`config.mk`:
```
export PLATFORM = sky130hd
export DESIGN_NAME = ex_stage
export DESIGN_NICKNAME = d
export VERILOG_FILES = /design/src/rtl/ex_stage_pkg.sv /design/src/rtl/ex_stage_div_iter.sv /design/src/rtl/ex_stage.sv
export SDC_FILE = /design/constraint.sdc
export NUM_CORES = 1
export LEC_CHECK = 0
export BUFFER_PORTS_ARGS = -buffer_cell sky130_fd_sc_hd__buf_2
export CORE_UTILIZATION = 55
export CTS_CLUSTER_SIZE = 14
export DETAILED_ROUTE_END_ITERATION = 10
export PLACE_DENSITY = 0.78
export SLEW_MARGIN = 20
export SYNTH_ARGS = -nofsm -noshare
export SYNTH_HDL_FRONTEND = slang
export SYNTH_SLANG_ARGS = --single-unit
```
`constraint.sdc`:
```
create_clock -name clk -period 7.8 [get_ports clk]
set_input_delay 1.56 -clock clk [delete_from_list [all_inputs] [get_ports clk]]
set_output_delay 1.56 -clock clk [all_outputs]
set_load 0.05 [all_outputs]
```
`src/rtl/ex_stage_pkg.sv`:
```
// Shared widths, stall encoding, opcode constants and bus layouts for the EX stage.
// Everything the ID/EX/MEM boundary agrees on lives here.
package ex_stage_pkg;

  localparam int StallBus     = 6;
  localparam int ID_TO_EX_WD  = 159;
  localparam int EX_TO_MEM_WD = 141;
  localparam int EX_TO_RF_WD  = 38;

  localparam int STALL_ID = 2;
  localparam int STALL_EX = 3;
  localparam logic Stop   = 1'b1;
  localparam logic NoStop = 1'b0;

  localparam logic [5:0] FUNC_DIV  = 6'h1A;
  localparam logic [5:0] FUNC_DIVU = 6'h1B;

  // Bit positions inside the one-hot alu_op field
  localparam int ALU_ADD  = 11;
  localparam int ALU_SUB  = 10;
  localparam int ALU_SLT  = 9;
  localparam int ALU_SLTU = 8;
  localparam int ALU_AND  = 7;
  localparam int ALU_NOR  = 6;
  localparam int ALU_OR   = 5;
  localparam int ALU_XOR  = 4;
  localparam int ALU_SLL  = 3;
  localparam int ALU_SRL  = 2;
  localparam int ALU_SRA  = 1;
  localparam int ALU_LUI  = 0;

  typedef struct packed {
    logic [31:0] pc;
    logic [31:0] inst;
    logic [11:0] alu_op;
    logic [2:0]  sel_alu_src1;
    logic [3:0]  sel_alu_src2;
    logic        data_ram_en;
    logic [3:0]  data_ram_wen;
    logic        rf_we;
    logic [4:0]  rf_waddr;
    logic        sel_rf_res;
    logic [31:0] rdata1;
    logic [31:0] rdata2;
  } id_to_ex_t;

  typedef struct packed {
    logic [31:0] pc;
    logic        data_ram_en;
    logic [3:0]  data_ram_wen;
    logic        sel_rf_res;
    logic        rf_we;
    logic [4:0]  rf_waddr;
    logic [31:0] ex_result;
    logic        hilo_we;
    logic [31:0] hi;
    logic [31:0] lo;
  } ex_to_mem_t;

  typedef enum logic [1:0] {IDLE = 2'd0, RUN = 2'd1, DONE = 2'd2} div_state_t;

  function automatic logic [31:0] abs32(input logic [31:0] v, input logic sgn);
    return (sgn && v[31]) ? (32'd0 - v) : v;
  endfunction

endpackage

```
`src/rtl/ex_stage_div_iter.sv`:
```
// Iterative restoring divider: one quotient bit per cycle on magnitudes,
// signs re-applied on the way out. Divide-by-zero forces an all-ones quotient.
module div_iter
  import ex_stage_pkg::*;
(
  input  logic        clk,
  input  logic        rst,
  input  logic        start,
  input  logic        is_signed,
  input  logic [31:0] dividend,
  input  logic [31:0] divisor,
  output logic        busy,
  output logic        done,
  output logic [31:0] quotient,
  output logic [31:0] remainder
);

  div_state_t  state_reg;
  logic [5:0]  count_reg;
  logic [31:0] quo_reg;
  logic [31:0] rem_reg;
  logic [31:0] dvsr_reg;
  logic        neg_q_reg;
  logic        neg_r_reg;
  logic        div_zero_reg;

  logic [32:0] trial;
  logic        fits;
  logic [31:0] trial_sub;

  // Partial remainder shifted left with the next dividend bit brought in
  assign trial     = {rem_reg, quo_reg[31]};
  assign fits      = trial >= {1'b0, dvsr_reg};
  assign trial_sub = trial[31:0] - dvsr_reg;

  always_ff @(posedge clk or negedge rst) begin
    if (!rst) begin
      state_reg    <= IDLE;
      count_reg    <= 6'd0;
      quo_reg      <= 32'd0;
      rem_reg      <= 32'd0;
      dvsr_reg     <= 32'd0;
      neg_q_reg    <= 1'b0;
      neg_r_reg    <= 1'b0;
      div_zero_reg <= 1'b0;
    end else begin
      case (state_reg)
        IDLE: begin
          if (start) begin
            quo_reg      <= abs32(dividend, is_signed);
            dvsr_reg     <= abs32(divisor, is_signed);
            rem_reg      <= 32'd0;
            count_reg    <= 6'd0;
            neg_q_reg    <= is_signed & (dividend[31] ^ divisor[31]);
            neg_r_reg    <= is_signed & dividend[31];
            div_zero_reg <= (divisor == 32'd0);
            state_reg    <= RUN;
          end
        end
        RUN: begin
          rem_reg   <= fits ? trial_sub : trial[31:0];
          quo_reg   <= {quo_reg[30:0], fits};
          count_reg <= count_reg + 6'd1;
          if (count_reg == 6'd31) state_reg <= DONE;
        end
        DONE:    state_reg <= IDLE;
        default: state_reg <= IDLE;
      endcase
    end
  end

  assign busy      = ((state_reg == IDLE) && start) || (state_reg == RUN);
  assign done      = (state_reg == DONE);
  assign quotient  = div_zero_reg ? 32'hFFFF_FFFF : (neg_q_reg ? (32'd0 - quo_reg) : quo_reg);
  assign remainder = neg_r_reg ? (32'd0 - rem_reg) : rem_reg;

endmodule

```
`src/rtl/ex_stage.sv`:
```
// Execute stage: ID/EX pipeline register, one-hot ALU, data SRAM request
// and an iterative DIV/DIVU unit that stalls the pipe while it runs.
module ex_stage
  import ex_stage_pkg::*;
(
  input  logic                    clk,
  input  logic                    rst,
  input  logic [StallBus-1:0]     stall,
  input  logic [ID_TO_EX_WD-1:0]  id_to_ex_bus,
  output logic [EX_TO_MEM_WD-1:0] ex_to_mem_bus,
  output logic [EX_TO_RF_WD-1:0]  ex_to_rf_bus,
  output logic                    data_sram_en,
  output logic [3:0]              data_sram_wen,
  output logic [31:0]             data_sram_addr,
  output logic [31:0]             data_sram_wdata,
  output logic                    stallreq_for_ex
);

  id_to_ex_t   ex_reg;
  logic        div_served_reg;

  logic [31:0] imm_sext;
  logic [31:0] imm_zext;
  logic [31:0] src1;
  logic [31:0] src2;
  logic [31:0] alu_result;
  logic        is_div;
  logic        div_signed;
  logic        div_start;
  logic        div_busy;
  logic        div_done;
  logic [31:0] div_quo;
  logic [31:0] div_rem;
  ex_to_mem_t  mem_out;
  logic        unused_bits;

  // div_served blocks a restart while a finished divide is held in EX
  always_ff @(posedge clk or negedge rst) begin
    if (!rst) begin
      ex_reg         <= '0;
      div_served_reg <= 1'b0;
    end else if (stall[STALL_ID] == Stop && stall[STALL_EX] == NoStop) begin
      ex_reg         <= '0;
      div_served_reg <= 1'b0;
    end else if (stall[STALL_ID] == NoStop) begin
      ex_reg         <= id_to_ex_t'(id_to_ex_bus);
      div_served_reg <= 1'b0;
    end else if (div_done) begin
      div_served_reg <= 1'b1;
    end
  end

  assign imm_sext = {{16{ex_reg.inst[15]}}, ex_reg.inst[15:0]};
  assign imm_zext = {16'd0, ex_reg.inst[15:0]};

  always_comb begin
    src1 = ({32{ex_reg.sel_alu_src1[0]}} & ex_reg.rdata1)
         | ({32{ex_reg.sel_alu_src1[1]}} & ex_reg.pc)
         | ({32{ex_reg.sel_alu_src1[2]}} & {27'd0, ex_reg.inst[10:6]});
    src2 = ({32{ex_reg.sel_alu_src2[0]}} & ex_reg.rdata2)
         | ({32{ex_reg.sel_alu_src2[1]}} & imm_sext)
         | ({32{ex_reg.sel_alu_src2[2]}} & 32'd8)
         | ({32{ex_reg.sel_alu_src2[3]}} & imm_zext);
  end

  always_comb begin
    alu_result = 32'd0;
    if (ex_reg.alu_op[ALU_ADD])  alu_result = alu_result | (src1 + src2);
    if (ex_reg.alu_op[ALU_SUB])  alu_result = alu_result | (src1 - src2);
    if (ex_reg.alu_op[ALU_SLT])  alu_result = alu_result | {31'd0, $signed(src1) < $signed(src2)};
    if (ex_reg.alu_op[ALU_SLTU]) alu_result = alu_result | {31'd0, src1 < src2};
    if (ex_reg.alu_op[ALU_AND])  alu_result = alu_result | (src1 & src2);
    if (ex_reg.alu_op[ALU_NOR])  alu_result = alu_result | ~(src1 | src2);
    if (ex_reg.alu_op[ALU_OR])   alu_result = alu_result | (src1 | src2);
    if (ex_reg.alu_op[ALU_XOR])  alu_result = alu_result | (src1 ^ src2);
    if (ex_reg.alu_op[ALU_SLL])  alu_result = alu_result | (src2 << src1[4:0]);
    if (ex_reg.alu_op[ALU_SRL])  alu_result = alu_result | (src2 >> src1[4:0]);
    if (ex_reg.alu_op[ALU_SRA])  alu_result = alu_result | 32'($signed(src2) >>> src1[4:0]);
    if (ex_reg.alu_op[ALU_LUI])  alu_result = alu_result | {src2[15:0], 16'd0};
  end

  assign div_signed = (ex_reg.inst[5:0] == FUNC_DIV);
  assign is_div     = (ex_reg.inst[31:26] == 6'd0) && (div_signed || ex_reg.inst[5:0] == FUNC_DIVU);
  assign div_start  = is_div && !div_served_reg;

  div_iter u_div (
    .clk       (clk),
    .rst       (rst),
    .start     (div_start),
    .is_signed (div_signed),
    .dividend  (ex_reg.rdata1),
    .divisor   (ex_reg.rdata2),
    .busy      (div_busy),
    .done      (div_done),
    .quotient  (div_quo),
    .remainder (div_rem)
  );

  assign stallreq_for_ex = div_busy;

  always_comb begin
    mem_out              = '0;
    mem_out.pc           = ex_reg.pc;
    mem_out.data_ram_en  = ex_reg.data_ram_en;
    mem_out.data_ram_wen = ex_reg.data_ram_wen;
    mem_out.sel_rf_res   = ex_reg.sel_rf_res;
    mem_out.rf_we        = ex_reg.rf_we;
    mem_out.rf_waddr     = ex_reg.rf_waddr;
    mem_out.ex_result    = alu_result;
    mem_out.hilo_we      = div_done;
    mem_out.hi           = div_done ? div_rem : 32'd0;
    mem_out.lo           = div_done ? div_quo : 32'd0;
  end

  assign ex_to_mem_bus   = mem_out;
  assign ex_to_rf_bus    = {ex_reg.rf_we, ex_reg.rf_waddr, alu_result};
  assign data_sram_en    = ex_reg.data_ram_en;
  assign data_sram_wen   = ex_reg.data_ram_wen;
  assign data_sram_addr  = alu_result;
  assign data_sram_wdata = ex_reg.rdata2;

  // Stall lanes for other stages and the rs/rt/rd fields are not consumed here
  assign unused_bits = ^{stall[StallBus-1:STALL_EX+1], stall[STALL_ID-1:0], ex_reg.inst[25:11]};

endmodule

```
# Word-level counts from Yosys, hierarchy flattened
# Index checks and enable logic that the tools add are counted.
# totals
reg_bits	267
inputBits	167
output_inout_bits	249
elab_cells	124
# op_classes
n_addsub	8
order_cmp	3
n_eq_ne	9
shifts	3
n_mux	34
bitwise_logic	30
reduce_logical	16
# ops
op	count
$mux 32	22
$or 32x32->32	14
$mux 159	2
$and 32x32->32	5
$pmux 32 s2	2
$sub 1x32->32 const A	4
$lt 32x32->1	2
$or 32x1->32	2
$sub 32x32->32	2
$ge 33x32->1	1
$add 32x32->32	1
$and 32x16->32	1
$and 32x5->32	1
$logic_not 32->1	1
$not 32->32	1
$or 32x4->32	1
$shl 32x5->32	1
$shr 32x5->32	1
$sshr 32x5->32	1
$xor 32x32->32	1
$eq 6x5->1 const B	3
$pmux 6 s2	1
$add 6x1->6 const B	1
$logic_and 1x1->1	6
17 further kinds	26

# Depth between registers and ports, before layout
# depth
ltp_word	28
mapped_depth	18
mapped_depth_nobuf	14

# Hierarchy
# Synthesis repeated with hierarchy kept, for this count alone.
# hier_totals
hier_cells	3411
hier_area_um2	25684.6
# by_module_without_submodules
mod	instances	cells_each	area_each_um2
ex_stage	1	2295	16938.7
div_iter	1	1116	8745.9

# Least setup slack after synthesis
# Ideal clock, no wire load.
# synth_timing
path_kind	register -> output
startpoint	register ex_reg[80] (netlist name)
endpoint	output ex_to_mem_bus[89]
arrival_time_ps	5173
slack_ps	1067
path_stages_with_launch	17
n_path_buf	3
path_cell_list	dfrtp_1 a222oi_1 clkbuf_1 inv_2 clkbuf_1 ha_1 fa_1 nor2b_1 o311a_1 o221ai_1 o211ai_1 a31o_2 nand4_1 o21ai_0 xnor2_1 o21ai_0 buf_4
# synth_between
elab_chain_cells	27
# synth_lines
element	line_no	source
start, declared	ex_stage.sv:19	id_to_ex_t ex_reg;
start signal, assigned	ex_stage.sv:46	ex_reg <= id_to_ex_t'(id_to_ex_bus);
$and 32x32->32 (*)	ex_stage.sv:57	src1 = ({32{ex_reg.sel_alu_src1[0]}} & ex_reg.rdata1)
$or 32x32->32 (*)	ex_stage.sv:58	| ({32{ex_reg.sel_alu_src1[1]}} & ex_reg.pc)
$or 32x32->32 (*)	ex_stage.sv:59	| ({32{ex_reg.sel_alu_src1[2]}} & {27'd0, ex_reg.inst[10:6]});
$add 32x32->32	ex_stage.sv:68	if (ex_reg.alu_op[ALU_ADD]) alu_result = alu_result | (src1 + src2);
$mux 32	ex_stage.sv:68	
$or 32x32->32	ex_stage.sv:69	if (ex_reg.alu_op[ALU_SUB]) alu_result = alu_result | (src1 - src2);
$mux 32	ex_stage.sv:69	
$or 32x1->32	ex_stage.sv:70	if (ex_reg.alu_op[ALU_SLT]) alu_result = alu_result | {31'd0, $signed(src1) < $signed(src2)};
[... 11 more ...]	-	
$or 32x32->32	ex_stage.sv:76	if (ex_reg.alu_op[ALU_SLL]) alu_result = alu_result | (src2 << src1[4:0]);
$mux 32	ex_stage.sv:76	
$or 32x32->32	ex_stage.sv:77	if (ex_reg.alu_op[ALU_SRL]) alu_result = alu_result | (src2 >> src1[4:0]);
$mux 32	ex_stage.sv:77	
$or 32x32->32	ex_stage.sv:78	if (ex_reg.alu_op[ALU_SRA]) alu_result = alu_result | 32'($signed(src2) >>> src1[4:0]);
$mux 32 (*)	ex_stage.sv:78	
$or 32x32->32	ex_stage.sv:79	if (ex_reg.alu_op[ALU_LUI]) alu_result = alu_result | {src2[15:0], 16'd0};
$mux 32 (*)	ex_stage.sv:79	
end, declared	ex_stage.sv:10	output logic [EX_TO_MEM_WD-1:0] ex_to_mem_bus,
# Mark *: on every way between the ends. The rest lies on a longest branch, timed or not.

# Worst setup path after layout
# layout_timing
startpoint	register ex_reg[77] (netlist name)
endpoint	output ex_to_rf_bus[31]
# layout_between
elab_chain_cells	28
# layout_lines
element	line_no	source
$and 32x32->32 (*)	ex_stage.sv:61	| ({32{ex_reg.sel_alu_src2[1]}} & imm_sext)
$or 32x32->32 (*)	ex_stage.sv:61	
$or 32x4->32 (*)	ex_stage.sv:62	| ({32{ex_reg.sel_alu_src2[2]}} & 32'd8)
$or 32x32->32 (*)	ex_stage.sv:63	| ({32{ex_reg.sel_alu_src2[3]}} & imm_zext);
$add 32x32->32	ex_stage.sv:68	
$mux 32	ex_stage.sv:68	
$or 32x32->32	ex_stage.sv:69	
$mux 32	ex_stage.sv:69	
[... 12 more ...]	-	
$or 32x32->32	ex_stage.sv:76	
$mux 32	ex_stage.sv:76	
$or 32x32->32	ex_stage.sv:77	
$mux 32	ex_stage.sv:77	
$or 32x32->32	ex_stage.sv:78	
$mux 32	ex_stage.sv:78	
$or 32x32->32	ex_stage.sv:79	
$mux 32 (*)	ex_stage.sv:79	
end, declared	ex_stage.sv:11	output logic [EX_TO_RF_WD-1:0] ex_to_rf_bus,
# Marks and branches as above.

==> results.py <==
metrics = {
    "power_and_ir_drop": {
        "power_density_nw_per_um2": 277.6,
        "clkPwrFrac_pct": 18.7,
        "max-vdd-ir-drop_uv": 405.0,
        "intPower_uw": 3747,
        "seq_power_share_pct": 23.6,
        "power_leakage_uw": 0.01300,
        "switching_share_pct": 51.18,
        "switching_power_uw": 3929,
        "combPwrFrac_pct": 57.7,
    },
    "sta": {
        "setup_violations": 0,
        "slew_headroom_pct": 21.93,
        "slew_viol_final": 0,
        "clock_skew_ns": 0.01365,
        "rsz0062_at_grt": "no",
        "hold_ws_ns": 0.4771,
        "timing.final.crit_share_pct": 95.98,
        "tightestPinTransition_ns": 1.167,
        "fmax_mhz": 133.6,
        "finalSetupTns_ns": 0,
        "finalCriticalPeriod_ns": 7.487,
        "hold_viol": 0,
    },
    "layout": {
        "fillers": 4219,
        "syn2layout_area_growth_pct": 9.253,
        "largest_reg_flops": 73,
        "drive_gt1_share_pct": 16.09,
        "layout.nets": 3801,
    },
    "detailed_routing": {
        "ant_nets": 0,
        "drtIter0Drc": 3219,
        "wirelength_microns": 102600,
        "via_per_inst": 6.403,
        "drc_errors": 0,
        "post_drt_wl_per_cell_microns": 24.96,
        "vias": 26330,
        "first_pass_iters": 6,
    },
    "yosys": {
        "ys_ff_latch": 257,
        "yosys.area.top_type_share_pct": 25.41,
        "syn_inst": 3364,
        "yosysTopAreaCell": "dfrtp_1",
        "synth_commonest_cells": "o21ai_0, inv_1, nand2_1",
        "async_flop_share_pct": 100.0,
        "ys_types": 83,
        "ys.flop_type": "dfrtp_1",
        "synth_nets": 3677,
        "yosys.cell_count.top_type": "o21ai_0",
        "synthTopCellsByArea": "dfrtp_1, o21ai_0, ha_1, mux2i_1, buf_4",
        "synth_edf_count": 0,
        "synth-warning-count": 0,
        "synth.avg_cell_area_sq_um": 7.524,
        "synth_area_sq_um": 25310,
        "yosysSeqAreaShare_pct": 25.41,
    },
    "critical_path": {
        "crit_type": "reg2out",
        "crit_family": "compound AO/OA/AOI/OAI gates",
        "crit_arrival_ns": 5.93,
        "start_kind": "flop",
        "end_kind": "primary output",
        "slowest_stage": "dfrtp_1",
        "max_stage_delay_ns": 0.71,
        "required_ns": 6.24,
        "cp_max_fo": 20,
        "cp_num_buf_inv": 2,
        "crit_chain": "or2_2, a22o_1, inv_1, ha_1, nand2b_1, a221oi_1, o21ai_0, o221ai_2, a211oi_1, o21ai_1, a221oi_1, mux2i_1, or4_1, buf_2",
        "cp_common_cell": "a221oi_1",
    },
    "clock_tree": {
        "clkTransAtPathRegs_ns": 0.06,
        "cts_max_path_buffers": 3,
        "cts_buffers": 29,
        "clk_latency_ns": 0.58,
        "cts_tree": "done",
        "clock_sinks": 257,
        "cts_setup_buffers": 0,
        "ctsHtreeMaxLevel": 1,
        "root_buffer": "clkbuf_16",
    },
    "floorplan": {
        "start_util_pct": 55.78,
        "die_area_sq_um": 46880,
        "rows": 78,
        "ios": 416,
        "fp.dieH_microns": 216.5,
        "core_sq_um": 45380,
        "die_w_microns": 216.5,
    },
    "grt": {
        "grt_pass1_vias": 23818,
        "gr-usage-all-layers_pct": 42.33,
        "grt_pass1_wl_microns": 150500,
        "antenna_found_initial": 6,
        "overflow": 0,
        "grt_max_degree": 167,
    },
    "placement": {
        "gp_congestion": 1.082,
        "portBuffers": 401,
        "detailed_place_hpwl_microns": 79520,
    },
    "status": {
        "status": "completed",
    },
    "flow_run": {
        "drv_cap": 0,
    },
    "min_path": {
        "hp-class": "reg2reg",
    },
}
==> path summary, 6_finish.rpt <==
| check | startpoint | to | slack, ns | cells past startpoint |
|---|---|---|---|---|
| worst min register to register | ex_reg[126]$_DFFE_PN0N_ | ex_reg[126]$_DFFE_PN0N_ | 0.48 | 2 |
| worst max-delay path | ex_reg[77]$_DFFE_PN0N_ | ex_to_rf_bus[31] | 0.31 | 14 |
| worst min-delay path | ex_reg[126]$_DFFE_PN0N_ | ex_reg[126]$_DFFE_PN0N_ | 0.48 | 2 |
| min in group asynchronous | rst | u_div.rem_reg[5]$_DFFE_PN0P_ | 0.99 | 1 |
| max in group asynchronous | rst | u_div.count_reg[3]$_DFFE_PN0P_ | 5.34 | 2 |
| worst max register to register | u_div.rem_reg[15]$_DFFE_PN0P_ | u_div.rem_reg[31]$_DFFE_PN0P_ | 3.89 | 10 |
==> worst register-to-register path: cells and delay by family, from the launching register on <==
family,cells,cell delay [ns]
and+or+nand+nor,4,0.77
adders and majority gates,1,0.42
DFF,1,0.49
AOI/OAI and AO/OA,5,2.12
==> routing by layer <==
layer	global-route usage (%)	up-vias	share of wire [%]
met4	21.53	8	5.7
li1	-	12020	-
met5	0	-	0.050
met1	56.45	12530	41
met3	10.95	297	11
met2	63.09	1475	43
==> repair_timing <==
item	4_1_cts	5_1_grt
setup endpoints to repair	0	6
hold buffers	0	0
gates resized for setup	0	3
==> power groups by stage <==
| stage | clock network (uW) | registers (uW) | logic (uW) |
|---|---|---|---|
| 5_1_grt | 1490 | 1830 | 4740 |
| 3_3_place_gp | 0 | 1820 | 4300 |
| 3_5_place_dp | 0 | 1820 | 4310 |
| 6_report | 1430 | 1810 | 4430 |
| 2_1_floorplan | 0 | 1700 | 3430 |
| 4_1_cts | 1440 | 1800 | 4340 |
==> placed cells by master, fill, tap and decap left out, types with 29 or more instances in the layout <==
cell / n
a22oi_1: 76
xnor2_1: 74
a22o_1: 37
ha_1: 143
o31ai_1: 36
dfrtp_1: 256
mux2i_1: 118
xor2_1: 108
inv_1: 297
a221oi_1: 30
a21oi_1: 222
clkbuf_16: 29
nor3_1: 33
a21o_1: 33
buf_2: 398
buf_4: 62
nand2_1: 268
o21ai_0: 390
nand3_1: 198
nor2_1: 221
==> kinds of logic (layout without fill, tap and decap cells) <==
family / count (synthesis) / after routing / share of synthesized area, %
flip-flops: 257 / 257 / 25.41
multiplexers: 134 / 134 / 5.378
buffers and inverters: 674 / 821 / 12.26
other: 0 / 1 / 0
adder cells (fa/ha/maj): 146 / 146 / 7.306
AO/OA/AOI/OAI: 1081 / 1081 / 26.98
AND/OR/NAND/NOR: 890 / 890 / 16.37
XOR/XNOR: 182 / 182 / 6.298
==> stage by stage <==
| step | total power [uW] | std cells | worst slack [ns] | cell area (sq um) | util, % |
|---|---|---|---|---|---|
| global placement | 6118 | 4057 | 0.9941 | 26640 | 58.71 |
| floorplan | 5128 | 3364 | 1.067 | 25310 | - |
| finish | 7675 | 4112 | 0.3133 | 27650 | 60.94 |
| global route | 8070 | 4111 | 0.1170 | 27650 | 60.93 |
| CTS | 7579 | 4111 | 0.2984 | 27630 | 60.89 |
| detailed placement | 6136 | 4057 | 0.9533 | 26640 | 58.71 |
==> final cells by class <==
cell class              count  area, sq um  area share [%]
diodes                      1        2.502        0.009049
clock buffers              35        788.3           2.850
clock inverters            19        201.4          0.7284
inverters                 304         1141           4.126
multi-input cells        2433        15830           57.25
flip-flops and latches    257         6432           23.26
well taps                 600        750.7           2.715
repair buffers            463         2506           9.063
No activity file was read; power rests on OpenSTA's default activity.
